<file path="src/rtl/vend_ctrl_multi.sv">
// Multi-product vending controller: coin credit, price/stock-checked selection,
// dispense handshake with timeout refund, and coin-by-coin change payout.
//
// Handshakes: dispense_req/dispense_id and change_req/change_val are registered and
// held until the matching *_ack is sampled high on a rising edge; acks outside
// their handshake are ignored.
module vend_ctrl_multi #(
    parameter int                   N_PROD     = 4,
    parameter int                   CW         = 6,
    parameter logic [N_PROD*CW-1:0] PRICES     = {6'd5, 6'd4, 6'd3, 6'd3},
    parameter logic [4*CW-1:0]      COIN_VALS  = {6'd10, 6'd5, 6'd2, 6'd1},
    parameter int                   MAX_CREDIT = 30,
    parameter int                   TIMEOUT    = 255,
    localparam int                  IDW        = (N_PROD > 1) ? $clog2(N_PROD) : 1
) (
    input  logic              clk,
    input  logic              reset,
    input  logic              coin_valid,
    input  logic [1:0]        coin_sel,
    input  logic              sel_valid,
    input  logic [IDW-1:0]    sel_id,
    input  logic              cancel,
    input  logic [N_PROD-1:0] stock_empty,
    output logic              dispense_req,
    output logic [IDW-1:0]    dispense_id,
    input  logic              dispense_ack,
    output logic              change_req,
    output logic [1:0]        change_val,
    input  logic              change_ack,
    output logic [CW-1:0]     credit,
    output logic              coin_reject,
    output logic              sel_nack,
    output logic              fault,
    output logic [1:0]        dbg_state_o
);

    localparam int            TW         = (TIMEOUT > 1) ? $clog2(TIMEOUT) : 1;
    localparam logic [TW-1:0] TIMER_LAST = TW'(TIMEOUT - 1);
    localparam logic [CW:0]   MAX_C      = (CW + 1)'(MAX_CREDIT);

    typedef enum logic [1:0] {
        IDLE   = 2'd0,
        VEND   = 2'd1,
        CHANGE = 2'd2
    } state_t;

    state_t           state_q, state_d;
    logic [CW-1:0]    credit_q, credit_d;
    logic [CW-1:0]    chg_q, chg_d;
    logic [TW-1:0]    timer_q, timer_d;
    logic [IDW-1:0]   id_q, id_d;
    logic             fault_q, fault_d;
    logic             coin_rej_q, coin_rej_d;
    logic             nack_q, nack_d;
    logic             disp_req_q;
    logic             chg_req_q;
    logic [1:0]       chg_val_q;

    logic [CW-1:0]    coin_val;
    logic [CW:0]      coin_sum;
    logic [CW-1:0]    sel_price;
    logic             sel_stock_empty;
    logic             sel_in_range;
    logic             sel_ok;
    logic [CW-1:0]    vend_price;

    // Table lookups; out-of-range selections fall through with sel_in_range low.
    always_comb begin
        coin_val        = '0;
        sel_price       = '0;
        sel_stock_empty = 1'b0;
        sel_in_range    = 1'b0;
        vend_price      = '0;
        for (int i = 0; i < 4; i++) begin
            if (coin_sel == 2'(i)) coin_val = COIN_VALS[i*CW +: CW];
        end
        for (int i = 0; i < N_PROD; i++) begin
            if (sel_id == IDW'(i)) begin
                sel_in_range    = 1'b1;
                sel_price       = PRICES[i*CW +: CW];
                sel_stock_empty = stock_empty[i];
            end
            if (id_q == IDW'(i)) vend_price = PRICES[i*CW +: CW];
        end
    end

    assign coin_sum = {1'b0, credit_q} + {1'b0, coin_val};
    assign sel_ok   = sel_in_range && !sel_stock_empty && (credit_q >= sel_price);

    always_comb begin
        state_d    = state_q;
        credit_d   = credit_q;
        chg_d      = chg_q;
        timer_d    = timer_q;
        id_d       = id_q;
        fault_d    = fault_q;
        coin_rej_d = 1'b0;
        nack_d     = 1'b0;
        case (state_q)
            IDLE: begin
                timer_d = '0;
                if (cancel) begin
                    coin_rej_d = coin_valid;
                    if (credit_q != '0) begin
                        chg_d    = credit_q;
                        credit_d = '0;
                        state_d  = CHANGE;
                    end
                end else if (sel_valid) begin
                    coin_rej_d = coin_valid;
                    if (!sel_ok) begin
                        nack_d = 1'b1;
                    end else begin
                        id_d     = sel_id;
                        chg_d    = credit_q - sel_price;
                        credit_d = '0;
                        state_d  = VEND;
                    end
                end else if (coin_valid) begin
                    if (coin_sum > MAX_C) coin_rej_d = 1'b1;
                    else                  credit_d   = coin_sum[CW-1:0];
                end
            end
            VEND: begin
                coin_rej_d = coin_valid;
                nack_d     = sel_valid;
                if (dispense_ack) begin
                    timer_d = '0;
                    state_d = (chg_q != '0) ? CHANGE : IDLE;
                end else if (timer_q == TIMER_LAST) begin
                    // No ack in time: refund the price on top of any change owed.
                    timer_d = '0;
                    fault_d = 1'b1;
                    chg_d   = chg_q + vend_price;
                    state_d = CHANGE;
                end else begin
                    timer_d = timer_q + 1'b1;
                end
            end
            CHANGE: begin
                coin_rej_d = coin_valid;
                nack_d     = sel_valid;
                if (change_ack) begin
                    chg_d = chg_q - {{(CW-2){1'b0}}, chg_val_q};
                    if (chg_d == '0) state_d = IDLE;
                end
            end
            default: state_d = IDLE;
        endcase
    end

    always_ff @(posedge clk or posedge reset) begin
        if (reset) begin
            state_q    <= IDLE;
            credit_q   <= '0;
            chg_q      <= '0;
            timer_q    <= '0;
            id_q       <= '0;
            fault_q    <= 1'b0;
            coin_rej_q <= 1'b0;
            nack_q     <= 1'b0;
            disp_req_q <= 1'b0;
            chg_req_q  <= 1'b0;
            chg_val_q  <= 2'd0;
        end else begin
            state_q    <= state_d;
            credit_q   <= credit_d;
            chg_q      <= chg_d;
            timer_q    <= timer_d;
            id_q       <= id_d;
            fault_q    <= fault_d;
            coin_rej_q <= coin_rej_d;
            nack_q     <= nack_d;
            // Handshake outputs are registered from the next state so they line up with it.
            disp_req_q <= (state_d == VEND);
            chg_req_q  <= (state_d == CHANGE);
            if (state_d == CHANGE) chg_val_q <= (chg_d >= CW'(2)) ? 2'd2 : 2'd1;
            else                   chg_val_q <= 2'd0;
        end
    end

    assign dispense_req = disp_req_q;
    assign dispense_id  = id_q;
    assign change_req   = chg_req_q;
    assign change_val   = chg_val_q;
    assign credit       = credit_q;
    assign coin_reject  = coin_rej_q;
    assign sel_nack     = nack_q;
    assign fault        = fault_q;
    assign dbg_state_o  = state_q;

endmodule
</file>
<file path="config.mk">
export PLATFORM = sky130hd
export DESIGN_NAME = vend_ctrl_multi
export DESIGN_NICKNAME = d
export VERILOG_FILES = /design/src/rtl/vend_ctrl_multi.sv
export SDC_FILE = /design/constraint.sdc
export NUM_CORES = 1
export LEC_CHECK = 0
export BUFFER_PORTS_ARGS = -buffer_cell sky130_fd_sc_hd__buf_2
export CORE_ASPECT_RATIO = 1.4
export CORE_MARGIN = 1
export CORE_UTILIZATION = 59
export DETAILED_ROUTE_END_ITERATION = 7
export PLACE_DENSITY = 0.91
export SYNTH_ARGS = -nofsm -noshare
export SYNTH_HDL_FRONTEND = slang
export SYNTH_SLANG_ARGS = --single-unit
</file>
<file path="constraint.sdc">
create_clock -name clk -period 3.5 [get_ports clk]
set_input_delay 0.525 -clock clk [delete_from_list [all_inputs] [get_ports clk]]
set_output_delay 0.525 -clock clk [all_outputs]
set_load 0.05 [all_outputs]
</file>
### After elaboration in Yosys (flattened, before gate mapping)

Cells that the tools add are included.

| operators by class | value |
|---|---|
| $add $sub $neg | 5 |
| magnitude comparators | 3 |
| equal/unequal tests | 17 |
| mux-type cells | 58 |
| bitwise operators | 2 |
| reduce and logical (&&, ||, !) cells | 16 |

Operators with widths:

| cell | count |
|---|---|
| $mux 6 | 22 |
| $mux 2 | 13 |
| $pmux 6 s3 | 1 |
| $eq 2x2->1 const B | 8 |
| $mux 1 | 16 |
| $mux 8 | 2 |
| $pmux 8 s2 | 1 |
| $reduce_bool 6->1 | 2 |
| $eq 2x1->1 const B | 5 |
| $add 8x1->8 const B | 1 |
| $eq 8x8->1 const B | 1 |
| $logic_not 2->1 | 4 |
| $add 6x6->7 | 1 |
| $gt 7x5->1 const B | 1 |
| $add 6x6->6 | 1 |
| $ge 6x2->1 const B | 1 |
| $ge 6x6->1 | 1 |
| $logic_not 6->1 | 1 |
| $pmux 2 s3 | 1 |
| $sub 6x2->6 | 1 |
| $sub 6x6->6 | 1 |
| $reduce_and 5->1 | 1 |
| $pmux 1 s2 | 2 |
| $reduce_and 4->1 | 1 |
| other kinds (10) | 12 |

| word-level totals | value |
|---|---|
| bits in registers | 31 |
| output and inout port bits | 17 |
| logic and storage cells | 112 |

### Logic depth before layout (Yosys ltp)

| logic depth | value |
|---|---|
| word-level depth | 15 |
| gate-level depth with buffers | 12 |
| depth with buffers taken out | 12 |

### Worst setup path before layout

No wires, ideal clock.

| timing | value |
|---|---|
| path kind | reg2reg |
| start point | reg credit_q[0], in the netlist credit[0] |
| end point | reg chg_val_q[1], in the netlist change_val[1] |
| data arrival time | 3.215 ns |
| data required time | 3.381 ns |
| path slack | 0.166 ns |
| cell stages (with the launch flop) | 12 |
| buffers on the path | 0 |
| cells stage by stage | dfrtp_1 -> inv_1 -> ha_1 -> inv_1 -> fa_1 -> a211oi_4 -> a311oi_2 -> o211ai_1 -> a31oi_1 -> a311o_1 -> or4_1 -> and2_1 |

| between the ends | value |
|---|---|
| cells in the longest elaborated chain, start to end | 9 |
| elaborated cells between the ends (all ways) | 18 |
| those cells by class | add/sub: 1; order compare: 2; eq/ne: 1; mux: 12; reduce/logical: 2 |

Ends and longest elaborated chain:

| what | line | RTL |
|---|---|---|
| start: declaration | 48 | `logic [CW-1:0] credit_q, credit_d;` |
| start signal: assignment | 167 | `credit_q <= credit_d;` |
| $ge 6x6->1 | 88 | `assign sel_ok = sel_in_range && !sel_stock_empty && (credit_q >= sel_price);` |
| $logic_and 1x1->1 | 88 |  |
| $mux 6 | 111 | `if (!sel_ok) begin` |
| $mux 6 | 109 | `end else if (sel_valid) begin` |
| $mux 6 (*) | 102 | `if (cancel) begin` |
| $pmux 6 s3 (*) | 99 | `case (state_q)` |
| named net chg_d[3] | 49 | `logic [CW-1:0] chg_q, chg_d;` |
| $ge 6x2->1 (*) | 177 | `if (state_d == CHANGE) chg_val_q <= (chg_d >= CW'(2)) ? 2'd2 : 2'd1;` |
| $mux 2 (*) (2 in a row) | 177 |  |
| end signal: assignment | 177 |  |
| end: declaration | 57 | `logic [1:0] chg_val_q;` |

Mark *: on every way through the listed nets, which the timed path passes. The rest lies on a longest branch.
A chain may end at the register's enable or synchronous reset.

### Final worst setup path

Ends and elaborated chain as after synthesis.

==> flow_summary.json <==
{
  "end_kind": "register",
  "synth-seq-cells": 31,
  "placed_cell_area_mm2": 0.00279,
  "drive_gt1_frac": 0.166,
  "worstReg2RegEnd": "change_val[1]$_DFF_PP0_",
  "cts_sinks": 31,
  "post_cts_resized": 0,
  "crit_type": "register to register",
  "diodes": 0,
  "post-route-drc-count": 0,
  "die_y_um": 80.3,
  "drt_iter0_drc": 144,
  "ys_types": 64,
  "synthArstFlopShare": 1.00,
  "r2r-start": "credit[0]$_DFFE_PP0P_",
  "cpLargestDelayFamily": "compound AO/OA/AOI/OAI gates",
  "io_buffers": 31,
  "p_leak_nw": 1.30,
  "final_area_mm2": 0.00289,
  "rsz0062_at_grt": "no",
  "synthTopCellsByCount": "dfrtp_1 (31), nand2_1 (26), inv_1 (25)",
  "yosys.area.top_type": "dfrtp_1",
  "synth_area_mm2": 0.00258,
  "place_hpwl_mm": 4.96,
  "coreArea_mm2": 0.00420,
  "drt-pass1-iter-count": 5,
  "grt_pass1_vias": 2468,
  "critPathBufInv": 2,
  "skew_ns": 0.0128,
  "required_ns": 3.69,
  "crit_chain": "inv_1, ha_1, inv_1, fa_1, a211oi_4, a311oi_4, nand3_1, a31oi_1, a311o_1, or4_1, and2_1",
  "relSlewSlack": 0.343,
  "syn_area_per_cell_um2": 8.63,
  "cts_buffers": 5,
  "hold_class": "primary input to asynchronous set/reset pin",
  "vdd_drop_max_mv": 0.643,
  "netlist_instances": 299,
  "cts_buffer_depth": 2,
  "tightest_slew_ns": 0.984,
  "yosys_warnings": 0,
  "outcome": "finished, final reports clean",
  "synth_most_common_cell": "dfrtp_1",
  "max_freq_mhz": 313,
  "synth_enable_flop_cells": 0,
  "grt_usage": 0.314,
  "grt_overflow": 0,
  "cpMostUsedCell": "inv_1",
  "fin_crit_ns": 3.20,
  "cts_tree": "built",
  "crit_end": "change_val[1]$_DFF_PP0_",
  "cp_num_cells": 11,
  "synth_area_leaders": "dfrtp_1 (30%), ha_1 (8.7%), nand2_1 (3.8%), inv_1 (3.6%), nor2_1 (3.5%)",
  "startpoint": "credit[0]$_DFFE_PP0P_",
  "report.final.slew_viol_count": 0,
  "insertion_delay_ns": 0.30,
  "wl_mm": 6.65,
  "p_per_area_mw_per_mm2": 866,
  "die_x_um": 57.9,
  "critPathSlowestCell": "or4_1",
  "viasPerCell": 6.74,
  "path_clk_slew_ns": 0.08,
  "start_util": 0.614,
  "finalCritPeriodShare": 0.914,
  "htree_levels": 2,
  "rows": 28,
  "setup_viol_count_final": 0,
  "cts_root_buf": "clkbuf_8",
  "postCtsHoldBufs": 0,
  "drt.antenna.violating_nets": 0,
  "startpoint_type": "register",
  "area_growth_syn_to_layout_pct": 12.1,
  "ys_seq_area_frac": 0.301,
  "postCtsSetupBuffers": 0,
  "io_pins": 32,
  "wl_per_cell_um": 17.6,
  "slowest_delay_ns": 0.57,
  "postLayoutCoreUtil": 0.688,
  "cp_max_fo": 5,
  "vias": 2542,
  "grt_max_degree": 25,
  "layout.nets": 368,
  "synth_top_area_frac": 0.301,
  "r2r_cells": 11,
  "synth_nets": 336,
  "fin_setup_tns_ns": 0,
  "rrSetupSlack_ns": 0.30,
  "dieArea_mm2": 0.00465,
  "hold_viol": 0,
  "grt_antenna_before_repair": 0,
  "grt_pass1_wl_mm": 11.1,
  "routabilityCongestion": 0.962,
  "ys.flop_type": "dfrtp_1",
  "maxCapViolations": 0,
  "cp.arrival_ns": 3.39
}
[stage by stage]
stage | hold WS (ns) | power [mW] | cells | setup WS (ns)
global placement | 0.435 | 2.09 | 369 | 0.113
global route | 0.465 | 2.68 | 377 | 0.0642
detailed placement | 0.443 | 2.13 | 369 | 0.0551
floorplan | 0.469 | 1.77 | 299 | 0.166
finish | 0.442 | 2.50 | 377 | 0.301
CTS | 0.455 | 2.47 | 377 | 0.330
[how the worst min path moves through the flow]
stage	end	slack, ns
after detailed placement	fault$_DFFE_PP0P_	0.44
final	timer_q[3]$_DFFE_PP0P_	0.44
after CTS	fault$_DFFE_PP0P_	0.46
after global routing	fault$_DFFE_PP0P_	0.47
after global placement	fault$_DFFE_PP0P_	0.43
after floorplan	timer_q[5]$_DFFE_PP0P_	0.47
[per-layer routing]
| layer | global-route usage | part of all wire |
|---|---|---|
| met1 | 0.335 | 0.36 |
| met2 | 0.547 | 0.53 |
| met3 | 0.0596 | 0.062 |
| met4 | 0.217 | 0.052 |
| met5 | 0 | 0 |
[flip-flops by register name (all words and copies together), names as in the netlist]
name / count
timer_q: 8
credit: 6
fault: 1
sel_nack: 1
change_req: 1
dispense_id: 2
dispense_req: 1
dbg_state_o: 2
change_val: 2
coin_reject: 1
chg_q: 6
[logic make-up (layout without fill, tap and decap cells)]
| group | after synthesis | count (layout) | share of synthesized area |
|---|---|---|---|
| AOI/OAI and AO/OA | 87 | 87 | 0.254 |
| DFF | 31 | 31 | 0.301 |
| muxes | 7 | 7 | 0.0334 |
| buffers and inverters | 37 | 70 | 0.0538 |
| xor gates and xnor gates | 8 | 8 | 0.0271 |
| adders and majority gates | 22 | 22 | 0.118 |
| and+or+nand+nor | 107 | 107 | 0.213 |
[power breakdown]
group / switching (mW) / internal, mW / total (mW)
combinational: 0.985 / 0.577 / 1.56
sequential: 0.155 / 0.462 / 0.617
clock: 0.147 / 0.179 / 0.325
[worst register-to-register path, cell delays in order (launching register included)]
cell and delay [ns]:
dfrtp_1 0.38, inv_1 0.09, ha_1 0.18, inv_1 0.06, fa_1 0.44, a211oi_4 0.42, a311oi_4 0.20, nand3_1 0.14
a31oi_1 0.09, a311o_1 0.34, or4_1 0.57, and2_1 0.19
[cells in the final DEF (no fill, tap or decap), types with 4 or more instances in the layout]
master / netlist / layout
a21oi_1: 14 / 14
a22o_1: 4 / 4
and2_1: 6 / 6
buf_2: 0 / 31
buf_4: 0 / 5
clkbuf_8: 0 / 7
dfrtp_1: 31 / 31
fa_1: 4 / 4
ha_1: 18 / 18
inv_1: 25 / 25
nand2_1: 26 / 26
nand2b_1: 6 / 6
nand3_1: 8 / 8
nand4_1: 5 / 5
nor2_1: 24 / 24
nor2b_1: 4 / 4
nor3_1: 6 / 6
nor4_1: 6 / 6
o211ai_1: 4 / 4
o21ai_0: 16 / 16
o22ai_1: 5 / 5
or4_1: 4 / 4
xnor2_1: 4 / 4
xor2_1: 4 / 4
[final cells by class]
type	instances	area, um2
fillers	329	1310
well taps	45	56.3
clock inverters	1	7.51
multi-input cells	231	1670
flip-flops and latches	31	776
inverters	26	97.6
clock buffers	7	96.3
repair buffers	36	193
Power figures use the tool's default switching activity.
